[config.mk]
export PLATFORM = sky130hd
export DESIGN_NAME = exp6_unidade_controle
export DESIGN_NICKNAME = d
export VERILOG_FILES = /design/src/rtl/exp6_uc_pkg.sv /design/src/rtl/exp6_unidade_controle.sv
export SDC_FILE = /design/constraint.sdc
export NUM_CORES = 1
export LEC_CHECK = 0
export CORE_AREA = 5 5 42 44
export DETAILED_ROUTE_END_ITERATION = 6
export DIE_AREA = 0 0 47 49
export PLACE_DENSITY = 0.7
export RECOVER_POWER = 25
export SLEW_MARGIN = 20
export SYNTH_ARGS = -nofsm -noshare
export SYNTH_HDL_FRONTEND = slang
export SYNTH_SLANG_ARGS = --single-unit
export TNS_END_PERCENT = 20
[constraint.sdc]
create_clock -name clock -period 1.32 [get_ports clock]
set_input_delay 0.132 -clock clock [delete_from_list [all_inputs] [get_ports clock]]
set_output_delay 0.132 -clock clock [all_outputs]
set_load 0.005 [all_outputs]
[src/rtl/exp6_uc_pkg.sv]
// Purpose: shared state type and state codes for the Experiment 6 control unit.
// Latency: none (constants and pure helper functions only).
// Backpressure: not applicable.
package exp6_uc_pkg;

  // 4-bit state type; these codes also appear on db_estado for the 7-segment debug display.
  typedef enum logic [3:0] {
    S_IDLE             = 4'h0,
    S_PREPARACAO       = 4'h1,
    S_INICIO           = 4'h2,
    S_ESPERA           = 4'h3,
    S_REGISTRA         = 4'h4,
    S_ATUALIZA_MEMORIA = 4'h5,
    S_COMPARACAO       = 4'h6,
    S_PROXIMA_JOGADA   = 4'h7,
    S_ULTIMA_JOGADA    = 4'h8,
    S_PROXIMA_RODADA   = 4'h9,
    S_FIM_A            = 4'hA,
    S_FIM_T            = 4'hD,
    S_FIM_E            = 4'hE
  } estado_t;

  localparam int ESTADO_W = 4;

  // True for any end-of-game state; the game is over and waits for a restart.
  function automatic logic is_fim(input estado_t e);
    return (e == S_FIM_A) || (e == S_FIM_T) || (e == S_FIM_E);
  endfunction

endpackage

[src/rtl/exp6_unidade_controle.sv]
// Purpose: Moore FSM driving every exp6_fluxo_dados control strobe; optional play timeout via UC_TIMEOUT_EN.
// Latency: outputs decode the state register only, so they change one edge after the inputs that cause them.
// Backpressure: none; inputs are sampled every cycle and the datapath is assumed always ready.
import exp6_uc_pkg::*;

module exp6_unidade_controle (
  input  logic       clock,
  input  logic       reset,
  input  logic       jogar,
  input  logic       jogada_feita,
  input  logic       jogada_correta,
  input  logic       enderecoIgualRodada,
  input  logic       fimL,
  input  logic       timeout,
  output logic       zeraCR,
  output logic       zeraE,
  output logic       contaCR,
  output logic       contaE,
  output logic       limpaRC,
  output logic       registraRC,
  output logic       zeraLeds,
  output logic       registraLeds,
  output logic       led_selector,
  output logic       contaT,
  output logic       pronto,
  output logic       ganhou,
  output logic       perdeu,
  output logic [3:0] db_estado
);

  estado_t estado;
  estado_t proximo;

`ifndef UC_TIMEOUT_EN
  // Without the timer the timeout flag has no consumer.
  logic unused_timeout;
  assign unused_timeout = timeout;
`endif

  // State register; reset wins over every input, in every state.
  always_ff @(posedge clock) begin
    if (reset) begin
      estado <= S_IDLE;
    end else begin
      estado <= proximo;
    end
  end

  // Next-state logic; status flags only matter in the states that test them.
  always_comb begin
    proximo = S_IDLE;
    case (estado)
      S_IDLE:             proximo = jogar ? S_PREPARACAO : S_IDLE;
      S_PREPARACAO:       proximo = S_INICIO;
      S_INICIO:           proximo = S_ESPERA;
      S_ESPERA: begin
`ifdef UC_TIMEOUT_EN
        // Timeout beats a play arriving in the same cycle.
        if (timeout) begin
          proximo = S_FIM_T;
        end else if (jogada_feita) begin
          proximo = S_REGISTRA;
        end else begin
          proximo = S_ESPERA;
        end
`else
        proximo = jogada_feita ? S_REGISTRA : S_ESPERA;
`endif
      end
      S_REGISTRA:         proximo = S_ATUALIZA_MEMORIA;
      S_ATUALIZA_MEMORIA: proximo = S_COMPARACAO;
      S_COMPARACAO: begin
        if (!jogada_correta) begin
          proximo = S_FIM_E;
        end else if (enderecoIgualRodada) begin
          proximo = S_ULTIMA_JOGADA;
        end else begin
          proximo = S_PROXIMA_JOGADA;
        end
      end
      S_PROXIMA_JOGADA:   proximo = S_ESPERA;
      S_ULTIMA_JOGADA:    proximo = fimL ? S_FIM_A : S_PROXIMA_RODADA;
      S_PROXIMA_RODADA:   proximo = S_INICIO;
      S_FIM_A:            proximo = jogar ? S_PREPARACAO : S_FIM_A;
`ifdef UC_TIMEOUT_EN
      S_FIM_T:            proximo = jogar ? S_PREPARACAO : S_FIM_T;
`endif
      S_FIM_E:            proximo = jogar ? S_PREPARACAO : S_FIM_E;
      // Unused codes (and fim_T when the timer is absent) recover to idle.
      default:            proximo = S_IDLE;
    endcase
  end

  // Moore output decode; no input reaches an output combinationally.
  always_comb begin
    zeraCR       = 1'b0;
    zeraE        = 1'b0;
    contaCR      = 1'b0;
    contaE       = 1'b0;
    limpaRC      = 1'b0;
    registraRC   = 1'b0;
    zeraLeds     = 1'b0;
    registraLeds = 1'b0;
    led_selector = 1'b0;
    contaT       = 1'b0;
    pronto       = 1'b0;
    ganhou       = 1'b0;
    perdeu       = 1'b0;
    case (estado)
      S_IDLE: begin
        zeraCR   = 1'b1;
        zeraE    = 1'b1;
        limpaRC  = 1'b1;
        zeraLeds = 1'b1;
      end
      S_PREPARACAO: begin
        zeraCR       = 1'b1;
        zeraE        = 1'b1;
        limpaRC      = 1'b1;
        zeraLeds     = 1'b1;
        led_selector = 1'b1;
      end
      S_INICIO: begin
        zeraE        = 1'b1;
        registraLeds = 1'b1;
        led_selector = 1'b1;
      end
      S_ESPERA: begin
`ifdef UC_TIMEOUT_EN
        contaT = 1'b1;
`endif
      end
      S_REGISTRA: begin
        registraRC   = 1'b1;
        registraLeds = 1'b1;
      end
      S_PROXIMA_JOGADA: contaE = 1'b1;
      S_PROXIMA_RODADA: begin
        contaCR      = 1'b1;
        led_selector = 1'b1;
      end
      S_FIM_A: begin
        pronto = 1'b1;
        ganhou = 1'b1;
      end
`ifdef UC_TIMEOUT_EN
      S_FIM_T: begin
        pronto = 1'b1;
        perdeu = 1'b1;
      end
`endif
      S_FIM_E: begin
        pronto = 1'b1;
        perdeu = 1'b1;
      end
      default: begin
        pronto = 1'b0;
      end
    endcase
  end

  assign db_estado = estado;

endmodule

==> results of run 1 <==
[worst max path at each step]
| stage | to |
|---|---|
| 3_5_place_dp | zeraCR |
| 5_1_grt | db_estado[0] |
| 3_3_place_gp | zeraCR |
| 4_1_cts | led_selector |
| 2_1_floorplan | zeraCR |
| 6_report | db_estado[0] |
[timing repair]
action / 4_1_cts / 5_1_grt
endpoints found under the hold margin: 0 / 0
cloned: 0 / 0
pin swaps: 0 / 7
setup buffers: 0 / 7
resized for setup: 34 / 29
setup endpoints to repair: 18 / 16
[cell type report]
cell class / instances / area share, %
Sequential cell: 4 / 10.76
Timing Repair Buffer: 44 / 43.35
Inverter: 3 / 1.345
Clock buffer: 3 / 2.691
Tap cell: 16 / 2.392
Multi-Input combinational cell: 45 / 39.46
[worst reg2reg max path, cell delays in order (launching register included)]
cell,delay (ps)
dfxtp_4,360
buf_6,120
buf_6,120
nor4b_4,250
a31oi_1,60
a21o_1,160
a31oi_1,160
[metal layers]
layer / share of wire, % / routed length [um]
met4: 0.70 / 10
met2: 54 / 767
met5: 0 / 0
met3: 7.3 / 104
met1: 38 / 537
[synth_stat cells (all sizes together), types with 2 or more instances]
| cell type | count |
|---|---|
| nand2 | 4 |
| dfxtp | 4 |
| nand2b | 3 |
| and3 | 3 |
| nor2b | 2 |
| a21o | 2 |
| o21ai | 3 |
| a31oi | 5 |
| a21oi | 2 |
| nor3 | 3 |
| inv | 3 |
| nor2 | 5 |
| and2b | 2 |
| buf | 7 |
[power groups by stage]
stage | Clock, mW | Combinational (mW) | Sequential [mW]
after floorplan | 0 | 0.104 | 0.141
after global placement | 0 | 0.214 | 0.139
after detailed placement | 0 | 0.215 | 0.140
after CTS | 0.163 | 0.200 | 0.136
after global routing | 0.173 | 0.257 | 0.138
final | 0.153 | 0.236 | 0.138
[placed cells by master (no fill, tap or decap), drive strengths merged]
cell	synthesis	layout
a211o	1	1
a21o	2	2
a21oi	2	2
a31oi	5	5
and2b	2	2
and3	3	3
buf	7	26
clkbuf	0	7
clkdlybuf4s15	0	1
clkdlybuf4s50	0	6
conb	1	1
dfxtp	4	4
dlygate4sd2	0	6
dlymetal6s2s	0	1
inv	3	3
nand2	4	4
nand2b	3	3
nand3	1	1
nand4	1	1
nand4b	1	1
nor2	5	5
nor2b	2	2
nor3	3	3
nor3b	1	1
nor4	1	1
nor4b	1	1
o2111ai	1	1
o21ai	3	3
o22a	1	1
xnor2	1	1
[kinds of logic after synthesis]
| kind of cell | Yosys count | share of synthesized area [%] |
|---|---|---|
| AO/OA/AOI/OAI | 15 | 23.54 |
| XOR/XNOR | 1 | 2.035 |
| buffers and inverters | 10 | 15.99 |
| flip-flops | 4 | 18.61 |
| other | 1 | 0.8713 |
| AND/OR/NAND/NOR | 28 | 38.96 |
[per-stage QoR]
step	cell area (um^2)	TNS, ps
final	837.1	0
after global routing	837.1	-215.0
after global placement	725.7	-683.0
after detailed placement	725.7	-899.1
after floorplan	430.4	0
after CTS	763.2	-284.4
==> impl_metrics.env, run 1 <==
export IMPL_hold_viol=0
export IMPL_use_met1_pct=14.95
export IMPL_grt_max_degree=10
export IMPL_p_sw_share_pct=30.31
export IMPL_ant_nets=0
export IMPL_dp_hpwl_um=994.9
export IMPL_holdPathStages=3
export IMPL_wl_per_cell_um=12.36
export IMPL_port_buffers=22
export IMPL_num_antenna_cells=0
export IMPL_p_leak_nw=0.4123
export IMPL_die_h_um=49
export IMPL_crit_start="db_estado[2]"
export IMPL_syn_inst=59
export IMPL_worstSetupPathType="register to register"
export IMPL_postCtsHoldBufs=0
export IMPL_antenna_found_initial=0
export IMPL_grt_overflow_total=0
export IMPL_p_sw_mw=0.1596
export IMPL_syn_num_nets=67
export IMPL_ir_worst_vdd_v=0.0002997
export IMPL_crit_arrival_ps=1460
export IMPL_hold_ws_ps=557.8
export IMPL_nFillCells=136
export IMPL_yosys_area_top_type="dfxtp_1"
export IMPL_fmax_mhz=762.9
export IMPL_total_power_mw=0.5265
export IMPL_cp_buffers_inverters=2
export IMPL_r2r_start="db_estado[2]"
export IMPL_clock_power_share_pct=29.0
export IMPL_p_seq_share_pct=26.1
export IMPL_gp_congestion=0.8292
export IMPL_ff2ff_path_depth=6
export IMPL_holdPathEnd="db_estado[0]"
export IMPL_dpl_worst_slack_ps=-119.0
export IMPL_busiest_layer="met2"
export IMPL_synthFlopType="dfxtp_1"
export IMPL_synthArstFlopShare_pct=0
export IMPL_cp_max_fo=6
export IMPL_cp_top_family="compound AO/OA/AOI/OAI gates"
export IMPL_yosysWarningCount=0
export IMPL_worst_path_stages=6
export IMPL_status="finished clean"
export IMPL_clockBufferDepth=2
export IMPL_num_vias=585
export IMPL_io_pins=25
export IMPL_cts_tree="done"
export IMPL_firstDrtPassIters=4
export IMPL_met3_usage_pct=1.107
export IMPL_r2r_setup_slack_ps=9
export IMPL_use_met2_pct=21.27
export IMPL_largest_register_ffs=4
export IMPL_slowest_delay_ps=360
export IMPL_cts_sinks=4
export IMPL_ys_top_cells_by_area="dfxtp_1 (19%), a31oi_1 (7.3%), buf_4 (7.0%)"
export IMPL_root_buffer="clkbuf_4"
export IMPL_setup_violations=0
export IMPL_path_clk_slew_ps=40
export IMPL_fp_row_count=14
export IMPL_seq_area_um2=90.09
export IMPL_required_ps=1470
export IMPL_layout_drive_gt1_share_pct=52.53
export IMPL_syn2layout_area_growth_pct=94.48
export IMPL_place_inst=105
export IMPL_worstHoldPathType="primary input to register"
export IMPL_final_util_pct=59.73
export IMPL_clkLatencyLatePin_ps=230
export IMPL_grt_use_total_pct=13.10
export IMPL_multiInputGateArea_um2=330.3
export IMPL_ctsHtreeMaxLevel=1
export IMPL_seq_area_frac_synth_pct=18.60
export IMPL_wl_um=1421
export IMPL_layout_nets=109
export IMPL_critPathLaunchType="register"
export IMPL_drt_iter0_markers=5
export IMPL_die_w_um=47
export IMPL_rsz0062_at_grt="true"
export IMPL_vias_per_cell=5.087
export IMPL_fin_cells=115
export IMPL_coreArea_um2=1401
export IMPL_die_area_um2=2303
export IMPL_finalMaxSlewViolations=0
export IMPL_critPathSlowestCell="dfxtp_4"
export IMPL_timing_final_crit_share_pct=99.31
export IMPL_yosys_cell_types_count=32
export IMPL_synth_area_um2=430.4
export IMPL_grt_pass1_wl_um=2173
export IMPL_ys_ff_latch=4
export IMPL_min_period_ps=1311
export IMPL_maxCapViolations=0
export IMPL_setup_slack_ps=9.166
export IMPL_finClkSkew_ps=0.3042
export IMPL_r2r_end="db_estado[0]"
export IMPL_synth_top_cell_area_share_pct=18.60
export IMPL_p_comb_share_pct=44.9
export IMPL_initial_core_util_pct=30.71
export IMPL_cp_end_kind="register"
export IMPL_cts_made_buffers=3
export IMPL_p_per_area_nw_per_um2=629.0
export IMPL_holdCritStartpoint="jogada_correta"
export IMPL_crit_chain="buf_6 -> buf_6 -> nor4b_4 -> a31oi_1 -> a21o_1 -> a31oi_1"
export IMPL_synth_area_per_cell_um2=7.295
export IMPL_drc=0
export IMPL_synth_edf_count=0
export IMPL_grt_pass1_vias=525
export IMPL_intPower_mw=0.3670
Power figures use the tool's default switching activity.
==> run 2: changes to the inputs <==
- CAP_MARGIN: not set -> 10
==> results of run 2 <==
Final layout, timing and power as in run 1 (identical DEF).
